### config.mk
export PLATFORM = sky130hd
export DESIGN_NAME = shape_select_filter
export DESIGN_NICKNAME = d
export VERILOG_FILES = /design/src/rtl/shape_select_filter.sv
export SDC_FILE = /design/constraint.sdc
export NUM_CORES = 1
export LEC_CHECK = 0
export ABC_AREA = 1
export CAP_MARGIN = 20
export CORE_ASPECT_RATIO = 1.25
export CORE_MARGIN = 2
export CORE_UTILIZATION = 41
export DETAILED_ROUTE_END_ITERATION = 7
export PLACE_DENSITY = 0.62
export RECOVER_POWER = 50
export SETUP_SLACK_MARGIN = 0.02
export SLEW_MARGIN = 25
export SYNTH_ARGS = -nofsm -noshare
export SYNTH_HDL_FRONTEND = slang
export SYNTH_SLANG_ARGS = --single-unit
### constraint.sdc
create_clock -name clk -period 1.5 [get_ports clk]
set_clock_uncertainty 0.05 [all_clocks]
set_input_delay 0.15 -clock clk [delete_from_list [all_inputs] [get_ports clk]]
set_output_delay 0.15 -clock clk [all_outputs]
set_load 0.01 [all_outputs]
### src/rtl/shape_select_filter.sv
// shape_select_filter: debounces per-frame classifier results into a frame-aligned shape_select,
// falling back to no shape when the classifier stays silent for too many frames.
module shape_select_filter #(
    parameter int STABLE_COUNT   = 3,
    parameter int TIMEOUT_FRAMES = 60
) (
    input  logic       clk,
    input  logic       reset,
    input  logic       frame_start,
    input  logic       class_valid,
    input  logic [1:0] class_id,
    output logic       class_ready,
    output logic [1:0] shape_select,
    output logic       commit_pending,
    output logic       update_pulse
);
    localparam int AW = $clog2(STABLE_COUNT + 1);
    localparam int IW = $clog2(TIMEOUT_FRAMES + 1);
    localparam logic [AW-1:0] SC = AW'(STABLE_COUNT);
    localparam logic [IW-1:0] TF = IW'(TIMEOUT_FRAMES);
    localparam logic [0:0] TRACK   = 1'b0;
    localparam logic [0:0] PENDING = 1'b1;

    logic [0:0]    state;
    logic [1:0]    candidate;
    logic [AW-1:0] agree_cnt, agree_nxt;
    logic [IW-1:0] idle_frames, idle_nxt;
    logic          accept;

    assign class_ready    = (state == TRACK) && !reset;
    assign commit_pending = (state == PENDING);
    assign accept         = class_valid && class_ready;

    // both counters saturate so a long run or long silence never wraps
    always_comb begin
        agree_nxt = (class_id != candidate) ? AW'(1) : (agree_cnt == SC) ? SC : agree_cnt + 1'b1;
        idle_nxt  = (idle_frames == TF) ? TF : idle_frames + 1'b1;
    end

    always_ff @(posedge clk or posedge reset) begin
        if (reset) begin
            state        <= TRACK;
            shape_select <= '0;
            candidate    <= '0;
            agree_cnt    <= '0;
            idle_frames  <= '0;
            update_pulse <= 1'b0;
        end else begin
            update_pulse <= 1'b0;
            if (state == PENDING) begin
                if (frame_start) begin
                    shape_select <= candidate;
                    agree_cnt    <= '0;
                    idle_frames  <= '0;
                    state        <= TRACK;
                    update_pulse <= 1'b1;
                end
            end else if (accept) begin
                candidate   <= class_id;
                agree_cnt   <= agree_nxt;
                idle_frames <= '0;
                if (agree_nxt == SC && class_id != shape_select)
                    state <= PENDING;
            end else if (frame_start) begin
                // once already at shape 0 the idle count just sits saturated
                if (idle_nxt == TF && shape_select != 2'd0) begin
                    shape_select <= '0;
                    candidate    <= '0;
                    agree_cnt    <= '0;
                    idle_frames  <= '0;
                    update_pulse <= 1'b1;
                end else begin
                    idle_frames <= idle_nxt;
                end
            end
        end
    end
endmodule
# Word-level counts from Yosys, hierarchy flattened

Index checks and enable logic that the tools add are counted.

Add/sub/neg operators: 2
Equality and inequality tests: 8
Multiplexer cells: 26
Bitwise logic cells: 1
Reductions and logical operators: 14

Operators by type and width:

| kind                                          | count |
|---|---|
| two-way mux 6 bit                             | 6 |
| two-way mux 2 bit                             | 11 |
| equality test 6 bit (second input constant)   | 2 |
| two-way mux 1 bit                             | 9 |
| nonzero test 2 bit                            | 4 |
| adder 6 x 1 -> 6 bit (second input constant)  | 1 |
| AND reduction 3 bit                           | 2 |
| equality test 2 bit (second input constant)   | 2 |
| logical AND 1 bit                             | 4 |
| inequality test 2 bit                         | 2 |
| inequality test 2 bit (second input constant) | 2 |
| AND reduction 4 bit                           | 1 |
| nonzero test 3 bit                            | 1 |
| adder 2 x 1 -> 2 bit (second input constant)  | 1 |
| AND reduction 2 bit                           | 1 |
| logical NOT 1 bit                             | 1 |
| inverter 1 bit                                | 1 |

Bits in registers: 14
Input port bits: 6
Output and inout bits: 5
Word-level logic and storage cells: 57

# Longest topological paths before layout

Gate-level depths: netlist (run 1).

Word-level depth: 8
Gate-level depth with buffers: 13
Mapped depth without buffers: 13

# Worst setup path after synthesis (run 1)

Ideal clock, no wire load.

Path type: flip-flop to flip-flop
Start point: reg idle_frames[0]
End point: reg agree_cnt[0]
Library setup time: 0.116 ns
Arrival time: 1.377 ns
Setup slack: -0.044 ns
Cell stages (with the launch flop): 14
Buffers on the path: 0
Period minus slack after synthesis: 1.544 ns
Cells stage by stage: dfrtp_1 -> inv_1 -> ha_1 -> nand2_1 -> inv_1 -> nand2_4 -> nand2_2 -> nand2_2 -> nor2_4 -> nand2_2 -> nand2_4 -> nand2_2 -> nand2_1 -> nand2_1

Word-level cells in the longest chain between the ends: 6
Elaborated cells on any way between the ends: 7
Those cells by class: add/sub (1); eq/ne (2); mux (1); reduce/logical (3)

Ends and longest elaborated chain:

| item                                                               | RTL line | text |
|---|---|---|
| from (decl)                                                        | 27       | `logic [IW-1:0] idle_frames, idle_nxt;` |
| from (signal assigned)                                             | 73       | `idle_frames <= idle_nxt;` |
| adder 6 x 1 -> 6 bit / equality test 6 bit (equally long branches) | 37       | `idle_nxt = (idle_frames == TF) ? TF : idle_frames + 1'b1;` |
| two-way mux 6 bit (*)                                              | 37       |  |
| equality test 6 bit (*)                                            | 66       | `if (idle_nxt == TF && shape_select != 2'd0) begin` |
| logical AND 1 bit (*)                                              | 66       |  |
| nonzero test 3 bit (no line) (*)                                   | n/a      |  |
| AND reduction 3 bit (no line) (*)                                  | n/a      |  |
| to (signal assigned)                                               | 60       | `agree_cnt <= agree_nxt;` |
| to (decl)                                                          | 26       | `logic [AW-1:0] agree_cnt, agree_nxt;` |

Every way passes the cells marked *; elsewhere a longest branch is shown, timed or not.
A chain may end at the register's enable or synchronous reset.

# Worst setup path in the final report (run 1)

Start point: reg idle_frames[0]
End point: reg shape_select[1]

Word-level cells in the longest chain between the ends: 6
Elaborated cells on any way between the ends: 7
Those cells by class: add/sub (1); eq/ne (2); mux (1); reduce/logical (3)

Ends and longest elaborated chain:

| item                                                               | RTL line | text |
|---|---|---|
| adder 6 x 1 -> 6 bit / equality test 6 bit (equally long branches) | 37       |  |
| two-way mux 6 bit (*)                                              | 37       |  |
| equality test 6 bit (*)                                            | 66       |  |
| logical AND 1 bit (*)                                              | 66       |  |
| nonzero test 2 bit (no line) (*)                                   | n/a      |  |
| AND reduction 4 bit (no line) (*)                                  | n/a      |  |
| to (signal assigned)                                               | 52       | `shape_select <= candidate;` |
| to (decl)                                                          | 13       | `output logic [1:0] shape_select,` |

Marked as above.

==> results.sh, run 1 <==
export IMPL_status="finished, violations left"
export IMPL_violations="setup timing"
export IMPL_clock_tree_buffer_depth=2
export IMPL_yosysWarningCount=0
export IMPL_critPathCaptureType="flop"
export IMPL_r2r_setup_slack_ns=-0.08
export IMPL_mostFrequentLayoutCells="buf_4, nand2_1, dfrtp_1"
export IMPL_slew_headroom=0.626
export IMPL_ioPinCount=11
export IMPL_post_route_drc_count=0
export IMPL_synth_seq_cells=14
export IMPL_max_cap_violations=0
export IMPL_drt_pass1_iterations=3
export IMPL_n_antenna_cell=0
export IMPL_grt_ovfl_total=0
export IMPL_arrival_ns=1.70
export IMPL_pre_cts_ws_ns=-0.0860
export IMPL_grt_pass1_vias=889
export IMPL_ff2ff_path_depth=11
export IMPL_cts_num_sinks=14
export IMPL_synth_nets=119
export IMPL_clk_pin_slew_ns=0.08
export IMPL_totalWireLength_mm=2.05
export IMPL_vias_per_cell=5.07
export IMPL_crit_type="reg -> reg"
export IMPL_io_buffers=10
export IMPL_nNetsFinal=159
export IMPL_drt_iter0_drc=11
export IMPL_seq_area_frac_synth=0.405
export IMPL_start_kind="flop"
export IMPL_final_common_cell="buf_4"
export IMPL_finalCriticalPeriod_ns=1.58
export IMPL_antenna_found_initial=0
export IMPL_slew_viol_final=0
export IMPL_cts_buffers=3
export IMPL_worst_slew_pin_slew_ns=0.560
export IMPL_drive_gt1_frac=0.369
export IMPL_cp_max_fo=5
export IMPL_cts_root_buffer="clkbuf_4"
export IMPL_timing_hold_ws_ns=0.334
export IMPL_fin_crit_sh=1.05
export IMPL_grt_pass1_wl_mm=3.75
export IMPL_hold_viol_final=0
export IMPL_core_region_area_um2=1980
export IMPL_initial_core_util=0.437
export IMPL_synth_edff_count=0
export IMPL_leakagePower_nw=0.665
export IMPL_hpwl_mm=1.58
export IMPL_syn_avg_cell_area_um2=7.80
export IMPL_die_area_um2=2500
export IMPL_rows=18
export IMPL_mappedNetlistArea_um2=866
export IMPL_p_total_mw=1.50
export IMPL_gp_congestion=0.741
export IMPL_synthFlopType="dfrtp_1"
export IMPL_fmax_mhz=633
export IMPL_syn_instance_count=111
export IMPL_routedWlPerCell_um=12.1
export IMPL_dpl_cell_count=158
export IMPL_fin_cells=169
export IMPL_rsz0062_at_grt="yes"
export IMPL_worstSkewPairLatency_ns=0.27
export IMPL_area_delta_synth_final_pct=46.0
export IMPL_die_h_um=55.4
export IMPL_worstPathRequired_ns=1.62
export IMPL_vdd_drop_max_mv=0.977
export IMPL_synth_async_reset_ratio=1.00
export IMPL_die_width_um=45.1
export IMPL_hold_class="in -> async"
export IMPL_cts_tree="done"
export IMPL_grt_start_max_net_pins=15
export IMPL_htreeDepth=1
export IMPL_grt_usage=0.203
export IMPL_num_vias=856
export IMPL_powerDensity_nw_per_um2=1190
export IMPL_finalWorstSetupSlack_ns=-0.0797
export IMPL_setup_viol=8
export IMPL_detail_route_antenna_nets=0
export IMPL_ys_types=23
[routing by layer]
metal,global-route usage,vias to the layer above,part of all wire
li1,-,437,-
met1,0.227,403,0.40
met2,0.361,12,0.56
met3,0.0196,4,0.022
met4,0.101,0,0.020
met5,0,-,0
[final cells by class]
cell class	instances	area, µm²
repair buffers	37	312
clock buffers	3	22.5
fillers	195	718
flip-flops and latches	14	350
inverters	14	52.6
well taps	20	25.0
multi-input cells	81	502
[what timing repair did]
item                       CTS  global route
hold buffers                 0             0
setup endpoints to repair   16            14
setup buffers                6             2
resized for setup            8             3
pin swaps                    5             2
[kinds of logic after synthesis]
kind of cell    count (synthesis)  share of synthesized area
compound gates                 11                     0.0766
xor+xnor                        4                     0.0405
fa+ha+maj                       2                     0.0289
buf+inv                        16                     0.0751
flops                          14                      0.405
simple gates                   64                      0.374
[through the flow]
step / utilization / cell area [µm²] / TNS (ns)
after global placement: 0.582 / 1150 / -0.283
final: 0.638 / 1260 / -0.391
after detailed placement: 0.582 / 1150 / -0.464
after floorplan: - / 886 / 0
after global routing: 0.638 / 1260 / -1.80
after CTS: 0.624 / 1240 / -0.265
[Yosys cell counts, drive strengths merged, types with 2 or more instances]
cell type | n | area [µm²]
nand4 | 4 | 25.0
xor2 | 3 | 26.3
buf | 2 | 12.5
o22ai | 5 | 31.3
dfrtp | 14 | 350
nand3 | 14 | 75.1
ha | 2 | 25.0
nand2 | 37 | 169
nor2 | 7 | 41.3
inv | 14 | 52.6
o21ai | 3 | 15.0
[power by group]
part	internal (mW)	total, mW	switching (mW)	leakage [nW]
Sequential	0.465	0.547	0.0821	0.183
Clock	0.0930	0.207	0.114	0.0138
Combinational	0.401	0.749	0.348	0.469
Total	0.959	1.50	0.544	0.665
[worst paths after layout]
check / from / to
worst max-delay path: idle_frames[0] / shape_select[1]
worst min-delay path: reset / candidate[1]
worst max register to register: idle_frames[0] / shape_select[1]
worst min register to register: agree_cnt[1] / agree_cnt[1]
max in group asynchronous: reset / idle_frames[3]
min in group clk: agree_cnt[1] / agree_cnt[1]
[registers in the layout (all words and copies together), names as in the netlist]
name            count
agree_cnt           2
candidate           2
commit_pending      1
idle_frames         6
shape_select        2
update_pulse        1
[worst max-delay path: stages, from the launching register on]
cell,delay (ns)
dfrtp_1,0.41
inv_2,0.09
ha_4,0.14
nand2_2,0.04
inv_2,0.06
nand2_4,0.07
nand2_4,0.08
nand2_4,0.05
nor2_4,0.12
nand4_1,0.17
nand3_1,0.13
nand2_1,0.05
Power figures use the tool's default switching activity.
==> run 2: changes to the inputs <==
- GPL_ROUTABILITY_DRIVEN: not set -> 0
==> results of run 2 <==
Final layout, timing and power as in run 1 (identical DEF).
==> run 3: changes to the inputs <==
- ABC_AREA: 1 -> not set
- RECOVER_POWER: 50 -> 25
==> results.sh, run 3 <==
export IMPL_fin_cells=160
export IMPL_r2r_end="candidate[0]"
export IMPL_worstSkewPairLatency_ns=0.27
export IMPL_grt_usage=0.211
export IMPL_fin_crit_sh=1.21
export IMPL_die_width_um=45.8
export IMPL_vdd_drop_max_mv=0.738
export IMPL_powerDensity_nw_per_um2=935
export IMPL_antenna_found_initial=0
export IMPL_synth_seq_cells=14
export IMPL_critPathCaptureType="flop"
export IMPL_final_common_cell="buf_4"
export IMPL_synth_async_reset_ratio=1.00
export IMPL_post_route_drc_count=0
export IMPL_largest_reg_flops=6
export IMPL_grt_busiest_layer="met2"
export IMPL_cts_num_sinks=14
export IMPL_finish_utilization=0.680
export IMPL_worst_slew_pin_slew_ns=0.399
export IMPL_syn_instance_count=97
export IMPL_fillers=172
export IMPL_n_antenna_cell=0
export IMPL_status="finished, violations left"
export IMPL_synth_area_top_cells="dfrtp_1, a21oi_1, nand2_1, nor2_1, xor2_1"
export IMPL_synth_top_area_cell="dfrtp_1"
export IMPL_io_buffers=10
export IMPL_violations="setup timing"
export IMPL_slew_viol_final=0
export IMPL_use_met3=0.0325
export IMPL_r2r_setup_slack_ns=-0.31
export IMPL_nNetsFinal=150
export IMPL_syn_avg_cell_area_um2=9.21
export IMPL_finalCriticalPeriod_ns=1.81
export IMPL_endpoint="candidate[0]"
export IMPL_synth_top_area_share=0.392
export IMPL_fmax_mhz=553
export IMPL_r2r_start="idle_frames[0]"
export IMPL_drive_gt1_frac=0.371
export IMPL_worstPathCellList="inv_2 -> ha_4 -> and3_4 -> a32oi_4 -> nor4_4 -> buf_6 -> a31oi_1"
export IMPL_p_total_mw=1.29
export IMPL_drt_iter0_drc=22
export IMPL_mappedNetlistArea_um2=893
export IMPL_synth_nets=105
export IMPL_pre_cts_ws_ns=-0.397
export IMPL_dpl_cell_count=151
export IMPL_crit_path_top_delay_cell="dfrtp_2"
export IMPL_routedWlPerCell_um=15.7
export IMPL_top_register="idle_frames"
export IMPL_cts_root_buffer="clkbuf_4"
export IMPL_slew_headroom=0.731
export IMPL_num_vias=916
export IMPL_cts_tree="done"
export IMPL_ioPinCount=11
export IMPL_hold_class="in -> async"
export IMPL_detail_route_antenna_nets=0
export IMPL_area_delta_synth_final_pct=54.2
export IMPL_start_kind="flop"
export IMPL_crit_start="idle_frames[0]"
export IMPL_ff2ff_path_depth=7
export IMPL_rsz0062_at_grt="yes"
export IMPL_clk_pin_slew_ns=0.08
export IMPL_die_area_um2=2570
export IMPL_grt_ovfl_total=0
export IMPL_synth_commonest_cells="dfrtp_1, a21oi_1, nand2_1, nor2_1, inv_1"
export IMPL_grt_pass1_vias=922
export IMPL_max_cap_violations=0
export IMPL_core_region_area_um2=2030
export IMPL_htreeDepth=1
export IMPL_cp_max_fo=7
export IMPL_initial_core_util=0.441
export IMPL_synthFlopType="dfrtp_1"
export IMPL_drt_pass1_iterations=4
export IMPL_rows=18
export IMPL_worstPathRequired_ns=1.60
export IMPL_timing_hold_ws_ns=0.238
export IMPL_critPathMaxStageDelay_ns=0.45
export IMPL_grt_start_max_net_pins=9
export IMPL_vias_per_cell=5.73
export IMPL_yosysWarningCount=0
export IMPL_arrival_ns=1.91
export IMPL_ys_types=38
export IMPL_totalWireLength_mm=2.51
export IMPL_hpwl_mm=1.81
export IMPL_met1_usage=0.267
export IMPL_mostFrequentLayoutCells="buf_4, dfrtp_1, a21oi_1, nor2_1, nand2_1"
export IMPL_seq_area_frac_synth=0.392
export IMPL_setup_viol=11
export IMPL_die_h_um=56.2
export IMPL_hold_viol_final=0
export IMPL_grt_pass1_wl_mm=4.08
export IMPL_crit_type="reg -> reg"
export IMPL_leakagePower_nw=0.617
export IMPL_cts_buffers=3
export IMPL_clock_tree_buffer_depth=2
export IMPL_met2_usage=0.354
export IMPL_finalWorstSetupSlack_ns=-0.309
export IMPL_synth_edff_count=0
export IMPL_synth_most_common_cell="dfrtp_1"
-- run 3: cell types whose count changed after synthesis, sizes merged, moves of 4 or more --
cell   before  now
inv        14    5
nand2      37    7
and3        0    4
o22ai       5    1
a21oi       1    8
nand3      14    4
-- run 3: worst min path at each step --
stage	from	to	slack, ns
floorplan	reset	agree_cnt[0]	-0.01
global placement	reset	commit_pending	0.39
detailed placement	reset	commit_pending	0.41
CTS	reset	commit_pending	0.11
global route	reset	idle_frames[3]	0.25
finish	reset	commit_pending	0.24
-- run 3: repair_timing --
item                       in CTS  in global routing
cloned                          0                  0
setup endpoints to repair      14                 13
pin swaps                       2                  4
hold buffers                    0                  0
gates resized for setup         8                 12
buffers inserted                2                  5
-- run 3: logic make-up (layout without fill, tap and decap cells) --
logic type | count (synthesis) | count (layout) | share of synthesized area
AO/OA/AOI/OAI | 32 | 32 | 0.255
multiplexers | 2 | 2 | 0.0224
buffers and inverters | 10 | 53 | 0.0602
XOR/XNOR | 5 | 5 | 0.0490
AND/OR/NAND/NOR | 32 | 32 | 0.193
adder cells (fa/ha/maj) | 2 | 2 | 0.0280
flip-flops | 14 | 14 | 0.392
-- run 3: power by group --
part           internal (mW)  switching (mW)
sequential             0.443           0.102
clock                 0.0930           0.111
combinational          0.302           0.236
-- run 3: metal layers --
layer  routed length (µm)  vias up
met5                    0        -
met3                   57        6
met4                   51        0
li1                     -      451
met2                 1330       16
met1                 1060      443
-- run 3: cell type report --
cell class / instances / area [µm²] / area share
Multi-Input combinational cell: 73 / 593 / 0.431
Timing Repair Buffer: 45 / 365 / 0.265
Sequential cell: 14 / 353 / 0.256
Tap cell: 20 / 25.0 / 0.0182
Clock buffer: 3 / 22.5 / 0.0163
Inverter: 5 / 18.8 / 0.0136
-- run 3: metrics by stage --
| step | setup TNS [ns] | cell area, µm² |
|---|---|---|
| finish | -3.22 | 1380 |
| global route | -4.09 | 1380 |
| CTS | -2.95 | 1280 |
| detailed placement | -3.90 | 1220 |
| global placement | -2.88 | 1220 |
| floorplan | -1.73 | 916 |
-- run 3: critical path: cells and delay by family (launching register included) --
family / cells / cell delay (ns)
adder cells (fa/ha/maj): 1 / 0.14
buffers and inverters: 2 / 0.28
AO/OA/AOI/OAI: 2 / 0.19
AND/OR/NAND/NOR: 2 / 0.58
flip-flops: 1 / 0.45
